--- src/rtl/simmem_pkg.sv ---
`default_nettype none
// ------------------------------------------------------------------
// simmem_pkg: shared address/identifier types for the memory simulator
// Rev 1.0
// ------------------------------------------------------------------
package simmem_pkg;

    typedef logic [31:0] waddr_t;
    typedef logic [31:0] raddr_t;
    typedef logic [3:0]  write_iid_t;
    typedef logic [3:0]  read_iid_t;

    typedef enum logic [1:0] {
        IDLE    = 2'd0,
        SERVE_R = 2'd1,
        SERVE_W = 2'd2,
        TURN    = 2'd3
    } rw_sched_state_e;

    typedef enum logic {
        DIR_R = 1'b0,
        DIR_W = 1'b1
    } rw_dir_e;

endpackage
`default_nettype wire

--- src/rtl/simmem_rw_scheduler.sv ---
`default_nettype none
// ------------------------------------------------------------------
// simmem_rw_scheduler: one-direction-at-a-time R/W address gate with
// streak capping and bus-turnaround idle cycles.  Rev 1.0
// ------------------------------------------------------------------
module simmem_rw_scheduler
    import simmem_pkg::*;
#(
    parameter int TurnaroundCycles = 2,
    parameter int MaxStreak        = 4
) (
    input  logic            clk_i,
    input  logic            rst_ni,
    input  waddr_t          waddr_i,
    input  write_iid_t      waddr_iid_i,
    input  logic            waddr_valid_i,
    output logic            waddr_ready_o,
    input  raddr_t          raddr_i,
    input  read_iid_t       raddr_iid_i,
    input  logic            raddr_valid_i,
    output logic            raddr_ready_o,
    output waddr_t          core_waddr_o,
    output write_iid_t      core_waddr_iid_o,
    output logic            core_waddr_valid_o,
    input  logic            core_waddr_ready_i,
    output raddr_t          core_raddr_o,
    output read_iid_t       core_raddr_iid_o,
    output logic            core_raddr_valid_o,
    input  logic            core_raddr_ready_i,
    output rw_sched_state_e sched_state_o
);

    localparam int STREAK_W   = $clog2(MaxStreak + 1);
    localparam int TURN_CNT_W = (TurnaroundCycles > 0) ? $clog2(TurnaroundCycles + 1) : 1;
    localparam logic [STREAK_W-1:0]   STREAK_MAX = STREAK_W'(MaxStreak);
    localparam logic [TURN_CNT_W-1:0] TURN_LOAD  =
        (TurnaroundCycles > 0) ? TURN_CNT_W'(TurnaroundCycles - 1) : '0;
    localparam bit NO_TURN = (TurnaroundCycles == 0);

    rw_sched_state_e       state_q, state_d;
    rw_dir_e               last_dir_q, last_dir_d;
    rw_dir_e               target_dir_q, target_dir_d;
    logic [STREAK_W-1:0]   streak_q, streak_d, streak_nxt;
    logic [TURN_CNT_W-1:0] turn_cnt_q, turn_cnt_d;

    logic    enter_serve;
    logic    enter_turn;
    rw_dir_e switch_dir;
    logic    fire;

    always_ff @(posedge clk_i or negedge rst_ni) begin
        if (!rst_ni) begin
            state_q      <= IDLE;
            last_dir_q   <= DIR_R;
            target_dir_q <= DIR_R;
            streak_q     <= '0;
            turn_cnt_q   <= '0;
        end else begin
            state_q      <= state_d;
            last_dir_q   <= last_dir_d;
            target_dir_q <= target_dir_d;
            streak_q     <= streak_d;
            turn_cnt_q   <= turn_cnt_d;
        end
    end

    always_comb begin
        state_d      = state_q;
        last_dir_d   = last_dir_q;
        target_dir_d = target_dir_q;
        streak_d     = streak_q;
        turn_cnt_d   = turn_cnt_q;
        enter_serve  = 1'b0;
        enter_turn   = 1'b0;
        switch_dir   = DIR_R;
        fire         = 1'b0;
        streak_nxt   = streak_q;

        case (state_q)
            IDLE: begin
                if (raddr_valid_i || waddr_valid_i) begin
                    switch_dir = raddr_valid_i ? DIR_R : DIR_W;
                    if (switch_dir == last_dir_q) enter_serve = 1'b1;
                    else                          enter_turn  = 1'b1;
                end
            end
            SERVE_R: begin
                fire = raddr_valid_i && core_raddr_ready_i;
                if (fire && streak_q != STREAK_MAX) streak_nxt = streak_q + 1'b1;
                streak_d = streak_nxt;
                if (waddr_valid_i && (streak_nxt == STREAK_MAX || !raddr_valid_i)) begin
                    switch_dir = DIR_W;
                    enter_turn = 1'b1;
                end else if (!raddr_valid_i && !waddr_valid_i) begin
                    state_d = IDLE;
                end
            end
            SERVE_W: begin
                fire = waddr_valid_i && core_waddr_ready_i;
                if (fire && streak_q != STREAK_MAX) streak_nxt = streak_q + 1'b1;
                streak_d = streak_nxt;
                if (raddr_valid_i && (streak_nxt == STREAK_MAX || !waddr_valid_i)) begin
                    switch_dir = DIR_R;
                    enter_turn = 1'b1;
                end else if (!raddr_valid_i && !waddr_valid_i) begin
                    state_d = IDLE;
                end
            end
            TURN: begin
                // The target is committed on entry; a dropped request is noticed by the serve state.
                if (turn_cnt_q == '0) begin
                    switch_dir  = target_dir_q;
                    enter_serve = 1'b1;
                end else begin
                    turn_cnt_d = turn_cnt_q - 1'b1;
                end
            end
            default: state_d = IDLE;
        endcase

        if (enter_turn && !NO_TURN) begin
            state_d      = TURN;
            target_dir_d = switch_dir;
            turn_cnt_d   = TURN_LOAD;
        end else if (enter_turn || enter_serve) begin
            state_d    = (switch_dir == DIR_R) ? SERVE_R : SERVE_W;
            last_dir_d = switch_dir;
            streak_d   = '0;
        end
    end

    always_comb begin
        core_raddr_valid_o = raddr_valid_i      && (state_q == SERVE_R);
        raddr_ready_o      = core_raddr_ready_i && (state_q == SERVE_R);
        core_waddr_valid_o = waddr_valid_i      && (state_q == SERVE_W);
        waddr_ready_o      = core_waddr_ready_i && (state_q == SERVE_W);
    end

    assign core_waddr_o     = waddr_i;
    assign core_waddr_iid_o = waddr_iid_i;
    assign core_raddr_o     = raddr_i;
    assign core_raddr_iid_o = raddr_iid_i;
    assign sched_state_o    = state_q;

endmodule
`default_nettype wire

--- config.mk ---
export PLATFORM = sky130hd
export DESIGN_NAME = simmem_rw_scheduler
export DESIGN_NICKNAME = d
export VERILOG_FILES = /design/src/rtl/simmem_pkg.sv /design/src/rtl/simmem_rw_scheduler.sv
export SDC_FILE = /design/constraint.sdc
export NUM_CORES = 1
export LEC_CHECK = 0
export CORE_MARGIN = 5
export CORE_UTILIZATION = 30
export CTS_CLUSTER_SIZE = 10
export DETAILED_ROUTE_END_ITERATION = 10
export PLACE_DENSITY = 0.84
export SLEW_MARGIN = 10
export SYNTH_ARGS = -nofsm -noshare
export SYNTH_HDL_FRONTEND = slang
export SYNTH_SLANG_ARGS = --single-unit
--- constraint.sdc ---
create_clock -name clk_i -period 3.6 [get_ports clk_i]
set_input_delay 0.54 -clock clk_i [delete_from_list [all_inputs] [get_ports clk_i]]
set_output_delay 0.54 -clock clk_i [all_outputs]
set_load 0.005 [all_outputs]
==> summary.md <==
| Metric | Value |
|---|---|
| CP Class | in2out |
| RSZ-0062 raised after global routing | false |
| Final WS setup | between 1000 and 1500 ps |
| Rel. slew slack | 71.4% |
| Xor/xnor share of the synthesized area | less than 1% |
| Critical path buffers and inverters | 2 |
| Routability Congestion | between 0.8 and 0.9 |
| TritonCTS clock tree | built |
| Overall Power | between 0.8 and 0.9 mW |
| Synth Area in Simple Gates | between 10 and 15% |
| Area of the multi-input gates | about 580 um2 |
| Post-Syn Instances | 174 |
| Mapped Nets | approximately 260 |
| Drt pass-1 iters | 4 |
| Seq cells post-synth | 9 |
| Largest net degree at the start of global routing | 13 |
| Setup violations, final | 0 |
| Slew Limit Fails | 0 |
| Fillers | around 490 |
| Mux cell area share after synthesis | about 3.7% |
| Synth warn | 0 |
| Combinational family with the most area after synthesis | buffers and inverters |
| Synth top area share | slightly below 40% |
| Status | finished, final reports clean |
| Pwr/cell area | between 700 and 800 nW/um2 |
| Vias in the first global route | 850 |
| Startpoint types | input pin |
| Post-CTS Setup Repair Bufs | 0 |
| Die H | about 78 um |
| Detail Route Antenna Nets | 0 |
| HP Class | reg2reg |
| Top cells by area, synth | buf_4 38%, dfrtp_1 16%, ha_1 6.2% |
| Final wirelength | between 2000 and 2500 um |
| Number of synthesized flops with an enable pin | 0 |
| DRC viols | 0 |
| Starting Density | between 30% and 40% |
| # IOs | approximately 160 |
| Initial DRC Count | approximately 40 |
| Adder-Cell Fraction of Synth Area | 6.23% |
| Worst-path fanout max | 12 |
| Delay-heaviest family, CP | buffers and inverters |
| Die Wd | 78.4 um |
| Post-synth top flop | dfrtp_1 |
| # resized after CTS | 0 |
| Required @ worst endpoint | between 3000 and 4000 ps |
| Routed len/inst | around 14 um |
| Pre-CTS WS | between 1000 and 1500 ps |
| H-tree depth | 1 |
| Global-route wire length before repair | roughly 3900 um |
| Critical path cell sequence | clkdlybuf4s50_1 > and2_1 > clkdlybuf4s50_1 |
| Inserted Clock Buffers | 3 |
| Worst-path clk slew | around 50 ps |
| Cells after DPL | ~160 |
| Mapped Area | between 1000 and 1500 um2 |
| Worst path slowest cell | clkdlybuf4s50_1 |
| Non-Filler Instances | roughly 170 |
| R2R Setup Slk | approximately 1400 ps |
| Net count, final | 200 |
| Share of cells above drive strength 1 | 7.89% |
| Final hold violations | 0 |
| Synth async-reset ratio | between 90% and 100% |
| Total global-route track usage | approximately 7.5% |
| Number of core rows | 24 |
| Crit-path max cell delay | 700 ps |
| CTS Root Cell | clkbuf_8 |
| Post-DP HPWL | 1780 um |
| Vias per cell | approximately 5.1 |
| CTS Sinks | 9 |
| Antenna cell count | 0 |
| Fin crit share | 68.1% |
| Clock tree buffer depth | 2 |
| Most frequent cells after synthesis | 72 x buf_4, 10 x inv_1, 10 x nand2_1 |
| Cell variety after synth | between 40 and 50 |
| Initial antenna violation count | 0 |
| Hold buffers post-CTS | 0 |
| Number of port buffers | 11 |
| Clock Latency Late Sink | 230 ps |
| Pleak | ~0.44 nW |
| GRT overflow | 0 |
| Synth Area in Compound Gates | a little under a fifth |
| Skew final | between 3 and 4 ps |
| Part of the Yosys area used for sequential elements | ~16% |
| Maxcap violations | 0 |
| Die ar. | just over 6000 um2 |
| CP dominant cell by count | clkdlybuf4s50_1 |
| Avg Inst Size Synth | 8.08 um2 |
| Worst path arrival time | between 1500 and 2000 ps |
| Seq. cell area | 225 um2 |
| Kind of end point of the critical path | output pin |
| Via count | about 850 |
| Achievable Freq | between 400 and 500 MHz |
| VDD IR max | 0.181 mV |
| Fin util | between 20% and 30% |
| Most frequent cell after synthesis | buf_4 |
| Worst slew pin tran | between 400 and 500 ps |
| Post-synth top area cell | buf_4 |
| Area Growth Syn to Fin | -24.2% |
| Post-Route Setup TNS | 0 ps |
| Fin crit period | ~2500 ps |
| Core area | between 4000 and 5000 um2 |
path summary, 6_finish.rpt:
| kind | start | endpoint | cells after the start |
|---|---|---|---|
| max reg2reg | streak_q[0] | last_dir_q | 8 |
| max in group asynchronous | rst_ni | streak_q[1] | 1 |
| min | turn_cnt_q[1] | turn_cnt_q[1] | 1 |
| min reg2reg | turn_cnt_q[1] | turn_cnt_q[1] | 1 |
| max | raddr_valid_i | core_raddr_valid_o | 3 |
| min in group asynchronous | rst_ni | turn_cnt_q[1] | 1 |
state kept, by name (all words and copies together) (netlist names):
signal / cells
last_dir_q: 1
sched_state_o: 2
streak_q: 3
target_dir_q: 1
turn_cnt_q: 2
layout by cell type (no fill, tap or decap), drive strengths merged, types with 3 or more instances in the layout:
cell type      instances
clkdlybuf4s50         11
inv                   10
nand2                 10
dfrtp                  9
o21ai                  9
ha                     7
nand3                  5
a21oi                  5
and2                   5
mux2i                  4
clkbuf                 4
nor2b                  3
a22oi                  3
area by class of cell:
class / count / share of cell area (%)
clock buffers: 4 / 4.23
inverters: 10 / 3.53
multi-input cells: 80 / 54.6
flip-flops and latches: 9 / 21.2
well taps: 52 / 6.11
repair buffers: 11 / 10.3
power breakdown:
group | switching [mW] | internal [mW]
sequential | 0.0473 | 0.144
combinational | 0.273 | 0.238
clock | 0.0384 | 0.0770
total | 0.358 | 0.458
per-stage QoR:
step / hold WS, ps / area (um2)
CTS: 526 / 1060
global placement: 507 / 1020
global route: 538 / 1060
detailed placement: 508 / 1020
floorplan: 244 / 1410
finish: 523 / 1060
logic make-up (layout without fill, tap and decap cells):
kind of cell             Yosys count  after routing
buffers and inverters             85             25
AO/OA/AOI/OAI                     34             34
AND/OR/NAND/NOR                   33             33
flip-flops                         9              9
adder cells (fa/ha/maj)            7              7
multiplexers                       5              5
XOR/XNOR                           1              1
layer usage:
layer	global-route usage [%]	share of wire (%)	vias up
li1	-	-	398
met5	0	0	-
met1	8.95	42	412
met2	11.6	46	39
met3	4.00	11	2
met4	2.45	0.35	0
Power figures use the tool's default switching activity.
